==> config.mk <==
export PLATFORM = sky130hd
export DESIGN_NAME = edge_pattern_gen
export DESIGN_NICKNAME = d
export VERILOG_FILES = /design/src/rtl/edge_pattern_gen_pkg.sv /design/src/rtl/edge_pattern_gen_down_counter.sv /design/src/rtl/edge_pattern_gen.sv
export SDC_FILE = /design/constraint.sdc
export NUM_CORES = 1
export LEC_CHECK = 0
export CORE_MARGIN = 1
export CORE_UTILIZATION = 45
export DETAILED_ROUTE_END_ITERATION = 12
export PLACE_DENSITY_LB_ADDON = 0.2
export SLEW_MARGIN = 20
export SYNTH_ARGS = -nofsm -noshare
export SYNTH_HDL_FRONTEND = slang
export SYNTH_SLANG_ARGS = --single-unit
==> constraint.sdc <==
create_clock -name clk -period 2.1 [get_ports clk]
set_input_delay 0.21 -clock clk [delete_from_list [all_inputs] [get_ports clk]]
set_output_delay 0.21 -clock clk [all_outputs]
set_load 0.01 [all_outputs]
==> src/rtl/edge_pattern_gen_pkg.sv <==
// edge_gen_pkg: shared types and default widths for edge_pattern_gen.
//   state_e : FSM encoding (IDLE, HIGH, LOW)
//   cmd_t   : packed command {high, low, reps} at the default widths
package edge_gen_pkg;
  localparam int DEF_CNT_W = 8;
  localparam int DEF_REP_W = 8;

  typedef enum logic [1:0] {
    IDLE = 2'd0,
    HIGH = 2'd1,
    LOW  = 2'd2
  } state_e;

  typedef struct packed {
    logic [DEF_CNT_W-1:0] high;
    logic [DEF_CNT_W-1:0] low;
    logic [DEF_REP_W-1:0] reps;
  } cmd_t;
endpackage

==> src/rtl/edge_pattern_gen_down_counter.sv <==
// down_counter: loadable down-counter that saturates at zero.
//   clk, reset : clock, async active-high reset (count clears to 0)
//   load       : load load_val (takes priority over dec)
//   dec        : decrement by one; ignored at zero so it never wraps
//   zero       : count == 0
module down_counter #(
  parameter int W = 8
) (
  input  logic         clk,
  input  logic         reset,
  input  logic         load,
  input  logic [W-1:0] load_val,
  input  logic         dec,
  output logic         zero
);
  logic [W-1:0] cnt;

  always_ff @(posedge clk or posedge reset) begin
    if (reset)                  cnt <= '0;
    else if (load)              cnt <= load_val;
    else if (dec && cnt != '0)  cnt <= cnt - 1'b1;
  end

  assign zero = (cnt == '0);
endmodule

==> src/rtl/edge_pattern_gen.sv <==
// edge_pattern_gen: programmable square-wave generator.
//   cmd_valid_i/cmd_ready_o : command handshake; fields sampled only at handshake
//   cmd_high_i/cmd_low_i    : phase lengths in cycles (0 treated as 1)
//   cmd_reps_i              : number of high+low periods (0 -> immediate done)
//   a_o                     : generated level
//   rising_o/falling_o      : one-cycle markers on the first cycle of each phase
//   busy_o                  : waveform in progress
//   done_o                  : one-cycle completion pulse
// All outputs are registered; the next-cycle values are computed combinationally.
module edge_pattern_gen
  import edge_gen_pkg::*;
#(
  parameter int CNT_W = DEF_CNT_W,
  parameter int REP_W = DEF_REP_W
) (
  input  logic             clk,
  input  logic             reset,
  input  logic             cmd_valid_i,
  output logic             cmd_ready_o,
  input  logic [CNT_W-1:0] cmd_high_i,
  input  logic [CNT_W-1:0] cmd_low_i,
  input  logic [REP_W-1:0] cmd_reps_i,
  output logic             a_o,
  output logic             rising_o,
  output logic             falling_o,
  output logic             busy_o,
  output logic             done_o
);
  state_e           state, state_n;
  logic [CNT_W-1:0] high_q, low_q;
  logic             a_n, rise_n, fall_n, busy_n, done_n, ready_n;
  logic             ph_load, ph_dec, ph_zero;
  logic [CNT_W-1:0] ph_val;
  logic             rp_load, rp_dec, rp_zero;
  logic [REP_W-1:0] rp_val;
  logic             accept;

  // Phase counter holds "cycles left after this one", so a length of 0 and 1
  // both load 0 (the clamp).
  function automatic logic [CNT_W-1:0] len_m1(input logic [CNT_W-1:0] x);
    return (x == '0) ? '0 : x - 1'b1;
  endfunction

  assign accept = cmd_valid_i && cmd_ready_o;

  down_counter #(.W(CNT_W)) u_phase (
    .clk(clk), .reset(reset), .load(ph_load), .load_val(ph_val),
    .dec(ph_dec), .zero(ph_zero)
  );

  down_counter #(.W(REP_W)) u_reps (
    .clk(clk), .reset(reset), .load(rp_load), .load_val(rp_val),
    .dec(rp_dec), .zero(rp_zero)
  );

  always_comb begin
    state_n = state;
    a_n     = 1'b0;
    rise_n  = 1'b0;
    fall_n  = 1'b0;
    busy_n  = 1'b0;
    done_n  = 1'b0;
    ready_n = 1'b1;
    ph_load = 1'b0;
    ph_dec  = 1'b0;
    ph_val  = '0;
    rp_load = 1'b0;
    rp_dec  = 1'b0;
    rp_val  = '0;
    unique case (state)
      IDLE: begin
        if (accept && cmd_reps_i != '0) begin
          state_n = HIGH;
          a_n     = 1'b1;
          rise_n  = 1'b1;
          busy_n  = 1'b1;
          ready_n = 1'b0;
          ph_load = 1'b1;
          ph_val  = len_m1(cmd_high_i);
          rp_load = 1'b1;
          rp_val  = cmd_reps_i - 1'b1;
        end else if (accept) begin
          done_n = 1'b1;
        end
      end
      HIGH: begin
        busy_n  = 1'b1;
        ready_n = 1'b0;
        if (ph_zero) begin
          state_n = LOW;
          fall_n  = 1'b1;
          ph_load = 1'b1;
          ph_val  = len_m1(low_q);
        end else begin
          a_n    = 1'b1;
          ph_dec = 1'b1;
        end
      end
      LOW: begin
        busy_n  = 1'b1;
        ready_n = 1'b0;
        if (ph_zero && rp_zero) begin
          // Ready is raised in the done cycle so a follow-on command can be
          // taken without an extra idle cycle.
          state_n = IDLE;
          done_n  = 1'b1;
          busy_n  = 1'b0;
          ready_n = 1'b1;
        end else if (ph_zero) begin
          state_n = HIGH;
          a_n     = 1'b1;
          rise_n  = 1'b1;
          rp_dec  = 1'b1;
          ph_load = 1'b1;
          ph_val  = len_m1(high_q);
        end else begin
          ph_dec = 1'b1;
        end
      end
      default: state_n = IDLE;
    endcase
  end

  always_ff @(posedge clk or posedge reset) begin
    if (reset) begin
      state       <= IDLE;
      a_o         <= 1'b0;
      rising_o    <= 1'b0;
      falling_o   <= 1'b0;
      busy_o      <= 1'b0;
      done_o      <= 1'b0;
      cmd_ready_o <= 1'b1;
      high_q      <= '0;
      low_q       <= '0;
    end else begin
      state       <= state_n;
      a_o         <= a_n;
      rising_o    <= rise_n;
      falling_o   <= fall_n;
      busy_o      <= busy_n;
      done_o      <= done_n;
      cmd_ready_o <= ready_n;
      if (accept) begin
        high_q <= cmd_high_i;
        low_q  <= cmd_low_i;
      end
    end
  end
endmodule
==> flow_summary.toml, run 1 <==
[worst_setup_path]
path_max_fanout = 6
worstSetupStartpointType = "flip-flop"
crit_path_top_delay_cell = "or4_4"
cp_num_buf_inv = 2
cp_slowest_stage_delay_ps = 460
worstPathCellList = "inv_1, ha_2, nor3b_4, buf_6, nand3_4, or4_4, or4_4, o211ai_1"
cp_common_cell = "or4_4"
required_ps = 2310
cp_top_family = "simple AND/OR/NAND/NOR gates"
critPathKind = "flip-flop to flip-flop"
worst_setup_path_end_kind = "flip-flop"
critical_path_arrival_ps = 2320

[global_routing]
track_usage_pct = 22.2
grt_first_pass_wirelength_mm = 10.7
grt_max_degree = 41
grt_overflow_total = 0
grt_pass1_vias = 2296
antenna_found_initial = 0

[placement]
hpwl_mm = 4.81
place_congestion = 0.956
dp.cells = 412
port_buffers = 32
placed_area_um2 = 3410

[power]
power_frac_comb_pct = 55.2
p_int_mw = 2.84
peakVddDrop_mv = 0.669
p_sw_share_pct = 39.7
pwr-share-clk_pct = 13.8
p_sw_mw = 1.87
seq_power_share_pct = 31.0
power_density_nw_per_um2 = 1280
leakage_nw = 1.63

[cells_and_area]
layoutNonFillerInstCount = 425
multi_input_area_um2 = 1680
num_antenna_cells = 0
fillers = 462
seqCellArea_um2 = 1000
layout_commonest_cell = "buf_4"
final_cell_mix = "45 x buf_4, 39 x dfrtp_1, 29 x clkdlybuf4s50_1"
drive_gt1_share_pct = 28.3
fin_area_um2 = 3680
nets = 394
syn2layout_area_growth_pct = 37.0

[sta]
min_period_over_period_pct = 100
period_needed_ps = 2110
max_freq_mhz = 475
slew_headroom_pct = 66.5
hold_viol_final = 0
finClkSkew_ps = 9.05
fin_ws_ps = -6.34
tightestPinTransition_ps = 502
finalSetupViolations = 1
rsz0062_at_grt = "true"
final.setup.tns_ps = -6.34
drv_slew = 0

[routing]
met3_wirelength_um = 203
met1Wirelength_mm = 3.04
drt_first_pass_iters = 5
wl_per_cell_um = 15.1
vias = 2335
ant_nets = 0
drcViolationCount = 0
wl_met2_mm = 3.07
via_per_inst = 5.49
first_iter_violations = 122
top_layer = "met4"
wl_mm = 6.40

[hold_path]
hold_path.class = "primary input to flip-flop"

[synthesis]
synth-edff-count = 0
synth_ff_type = "dfrtp_1"
ys_seq_elements = 40
yosysWarnings = 0
netlist_area_um2 = 2690
async_flop_share_pct = 100
ys_seq_area_share_pct = 37.3
avgSynthCellArea_um2 = 10.0
synthesis.nets = 310
synth_cell_types = 42
netlist_instances = 268

[clock_tree]
cts_buffers = 5
root_buffer = "clkbuf_8"
cts_hold_buffers = 0
cts_max_level = 2
cts_tree = "yes"
insertion_delay_ps = 290
clock_path_buffers = 2
clk_pin_slew_worst_paths_ps = 90
cts_sinks = 40

[run]
maxCapViolCount = 0

[floorplan]
die_height_um = 79.3
initial_core_util_pct = 47.6
die_x_um = 79.3
num_rows = 27
coreArea_um2 = 5640
pin_count = 33
die_area_um2 = 6280

[outcome]
failed_checks = "setup timing"
status = "complete, but fails checks"
[stage by stage]
step | setup WS [ps] | total power [mW] | hold slack [ps] | util [%]
6_report | -6.34 | 4.72 | 316 | 65.2
5_1_grt | -87.2 | 5.09 | 328 | 65.2
4_1_cts | -6.55 | 4.56 | 373 | 63.0
3_5_place_dp | -290 | 3.84 | 530 | 60.4
3_3_place_gp | -226 | 3.79 | 529 | 60.4
2_1_floorplan | -0.749 | 2.92 | 300 | -
[area by class of cell]
type	count	share of cell area (%)
clock buffer	5	1.87
tap	72	2.45
multi-input combinational	201	45.5
inverter	24	2.45
sequential	40	27.2
timing repair buffer	80	19.2
clock inverter	3	1.26
[tightest hold or removal path, stage by stage]
cell	delay [ps]
dlymetal6s2s_1	110
buf_4	130
mux2_2	130
[cell families after synthesis]
group | count (synthesis) | share of synthesized area (%)
and+or+nand+nor | 89 | 20.4
AOI/OAI and AO/OA | 41 | 10.8
DFF | 40 | 37.3
xor gates and xnor gates | 31 | 10.1
buffers and inverters | 27 | 4.33
muxes | 25 | 10.1
adders and majority gates | 15 | 6.99
[what timing repair did]
action / CTS / global route
pin swaps: 0 / 8
setup buffers: 1 / 4
setup endpoints to repair: 8 / 12
gates resized for setup: 5 / 20
[registers in the layout, indices dropped and copies added (netlist names)]
register	flops
a_o	1
busy_o	1
cmd_ready_o	1
done_o	1
falling_o	1
high_q	8
low_q	8
rising_o	1
state	2
u_phase.cnt	8
u_reps.cnt	8
[worst paths after layout]
| kind | cells after the start | to | start | slack, ps |
|---|---|---|---|---|
| min in group asynchronous | 3 | low_q[0] | reset | 330 |
| worst min register to register | 2 | high_q[0] | high_q[0] | 550 |
| max in group asynchronous | 3 | cmd_ready_o | reset | 1390 |
| worst max-delay path | 8 | u_reps.cnt[4] | u_phase.cnt[0] | -6 |
| worst max register to register | 8 | u_reps.cnt[4] | u_phase.cnt[0] | -6 |
| worst min-delay path | 3 | high_q[5] | cmd_high_i[5] | 320 |
[synthesized netlist by cell type (6+ instances only)]
library cell,count,share of area [%]
nor3b_1,7,2.0
nor3_1,9,1.7
nor2_1,20,2.8
inv_1,24,3.4
nor4_1,8,1.9
mux2_2,17,7.1
xnor2_1,10,3.3
dfrtp_1,39,36
ha_1,15,7.0
o21ai_0,10,1.9
nand2_1,12,1.7
xor2_1,21,6.8
nand3_1,7,1.3
a21oi_1,6,1.1
mux2i_1,8,3.0
a211oi_1,6,1.7
[power by group through the flow]
stage / registers (mW) / clock network [mW] / logic [mW]
2_1_floorplan: 1.45 / 0 / 1.46
3_3_place_gp: 1.43 / 0 / 2.36
3_5_place_dp: 1.44 / 0 / 2.40
4_1_cts: 1.43 / 0.664 / 2.46
5_1_grt: 1.51 / 0.700 / 2.87
6_report: 1.46 / 0.652 / 2.60
[layer usage]
metal	up-vias	GRT usage, %
li1	1148	-
met1	1124	30.7
met2	52	35.9
met3	11	3.33
met4	0	6.73
met5	-	0
Note: power is estimated with default switching activity, not from simulation.
==> run 2: changes to the inputs <==
--- a/config.mk
+++ b/config.mk
@@ -5,11 +5,13 @@
 export SDC_FILE = /design/constraint.sdc
 export NUM_CORES = 1
 export LEC_CHECK = 0
+export ABC_AREA = 1
 export CORE_MARGIN = 1
 export CORE_UTILIZATION = 45
 export DETAILED_ROUTE_END_ITERATION = 12
 export PLACE_DENSITY_LB_ADDON = 0.2
-export SLEW_MARGIN = 20
+export SLEW_MARGIN = 30
 export SYNTH_ARGS = -nofsm -noshare
 export SYNTH_HDL_FRONTEND = slang
+export SYNTH_HIERARCHICAL = 1
 export SYNTH_SLANG_ARGS = --single-unit
==> run 2 against run 1 <==
- the flow now finishes without violations
- cell count rose by 50%
- critical path depth up 6
- non-clock buffer count is 22 lower
- global-route usage down 0.29 points
- cell area grew 9.1%
- highest routed layer unchanged
- combinational power up 15%
==> flow_summary.toml, run 2 <==
[placement]
placed_area_um2 = 3860
place_congestion = 0.893
pre_cts_slack_ps = -39.6
port_buffers = 32
hpwl_mm = 6.09

[worst_setup_path]
r2r_end = "u_phase/cnt[5]"
r2r.worst_path.cells = 14
path_max_fanout = 8
reg2reg_setup_slack_ps = 110
regToRegStartpoint = "u_reps/cnt[1]"
required_ps = 2300
critPathKind = "flip-flop to flip-flop"
critical_path_arrival_ps = 2190
worstSetupStartpointType = "flip-flop"
worst_setup_path_end_kind = "flip-flop"

[synthesis]
yosysWarnings = 6
ys_seq_elements = 40
avgSynthCellArea_um2 = 6.71
synth_cell_types = 30
netlist_instances = 485
synth-edff-count = 0
synth_commonest_cells = "135 x nand2_1, 63 x nor2_1, 62 x inv_1"
synth_most_common_cell = "nand2_1"
netlist_area_um2 = 3250
async_flop_share_pct = 100
synthesis.nets = 528
synth_top_cell_area_share_pct = 30.0
ys_seq_area_share_pct = 30.8
synth_top_cell_by_area = "dfrtp_1"
netlist_top_cells_area = "dfrtp_1 30%, nand2_1 16%, nand3_1 7.5%"
synth_ff_type = "dfrtp_1"

[sta]
tightestPinTransition_ps = 361
period_needed_ps = 1990
min_period_over_period_pct = 94.9
finClkSkew_ps = 6.86
rsz0062_at_grt = "true"
fin_ws_ps = 107
holdWs_ps = 213
drv_slew = 0
final.setup.tns_ps = 0
max_freq_mhz = 502
hold_viol_final = 0
slew_headroom_pct = 75.8
finalSetupViolations = 0

[cells_and_area]
final_cell_mix = "133 x nand2_1, 62 x inv_1, 61 x nor2_1"
fin_area_um2 = 4020
nets = 585
final_core_utilization_pct = 58.2
num_antenna_cells = 0
syn2layout_area_growth_pct = 23.4
drive_gt1_share_pct = 15.8
layout_commonest_cell = "nand2_1"

[outcome]
status = "finished, final reports clean"

[floorplan]
die_x_um = 87.0
initial_core_util_pct = 47.1
die_area_um2 = 7580
num_rows = 30
die_height_um = 87.0
pin_count = 33
coreArea_um2 = 6910

[clock_tree]
cts_tree = "yes"
clk_pin_slew_worst_paths_ps = 90
cts_buffers = 5
root_buffer = "clkbuf_8"
cts_hold_buffers = 0
cts_max_level = 2
insertion_delay_ps = 300
cts_sinks = 40
clock_path_buffers = 2

[global_routing]
grt_max_degree = 25
grt_pass1_vias = 2884
antenna_found_initial = 0
grt_first_pass_wirelength_mm = 13.0
track_usage_pct = 22.0
grt_overflow_total = 0

[routing]
first_iter_violations = 151
wl_mm = 7.50
vias = 3125
drt_first_pass_iters = 4
via_per_inst = 4.89
wl_per_cell_um = 11.7
ant_nets = 0
drcViolationCount = 0

[hold_path]
hold_path.class = "primary input to asynchronous set/reset pin"

[power]
peakVddDrop_mv = 0.634
leakage_nw = 2.00
power_density_nw_per_um2 = 1300

[run]
maxCapViolCount = 0
## run 2: report_power, final
group	internal [mW]	leakage [nW]	switching [mW]
logic	1.20	1.43	1.79
clock network	0.476	0.0654	0.297
registers	1.12	0.505	0.360
## run 2: metrics by stage
step | instances | total power [mW]
2_1_floorplan | 485 | 3.59
3_3_place_gp | 630 | 4.35
3_5_place_dp | 630 | 4.43
4_1_cts | 638 | 5.21
5_1_grt | 639 | 5.75
6_report | 639 | 5.24
## run 2: kinds of logic (layout without fill, tap and decap cells)
kind of cell	Yosys count	count (layout)	synth area share, %
AND/OR/NAND/NOR	286	286	40.7
buffers and inverters	80	138	9.53
AO/OA/AOI/OAI	49	49	9.07
flip-flops	40	40	30.8
adder cells (fa/ha/maj)	16	16	6.15
XOR/XNOR	14	14	3.77
## run 2: what timing repair did
item / CTS / global route
setup buffers: 0 / 1
endpoints found under the setup margin: 0 / 10
resized for setup: 0 / 6
## run 2: area by class of cell
cell class / count / area, µm²
inverter: 72 / 270
sequential: 40 / 1000
fill: 702 / 2890
clock buffer: 6 / 72.6
timing repair buffer: 58 / 528
clock inverter: 2 / 60.1
tap: 96 / 120
multi-input combinational: 365 / 1960
## run 2: worst max path at each step
| stage | startpoint | to | depth (start not counted) |
|---|---|---|---|
| global route | u_phase/cnt[1] | u_phase/cnt[1] | 15 |
| CTS | u_phase/cnt[1] | u_phase/cnt[4] | 15 |
| floorplan | u_phase/cnt[0] | u_phase/cnt[4] | 14 |
| global placement | cmd_reps_i[0] | u_phase/cnt[7] | 12 |
| detailed placement | cmd_reps_i[0] | u_phase/cnt[3] | 12 |
| finish | u_reps/cnt[1] | u_phase/cnt[5] | 14 |
## run 2: metal layers
layer  global-route usage (%)  vias up  routed length [µm]
li1                         -     1629                   -
met1                     30.3     1433                3680
met2                     36.3       53                3480
met3                     3.13       10                 240
met4                     5.15        0                 106
met5                        0        -                   0
## run 2: critical path, stage by stage, from the launching register on
cell     delay [ps]
dfrtp_1         380
inv_1            80
ha_1            160
nand2_1         130
nor2_2          220
nor2_4           70
nand2_4         110
nor2_8           70
nand3_1          70
nand2_1          50
nor2_1          100
nor2_1           50
or2_2           300
nand3_2          70
nand2_1          40
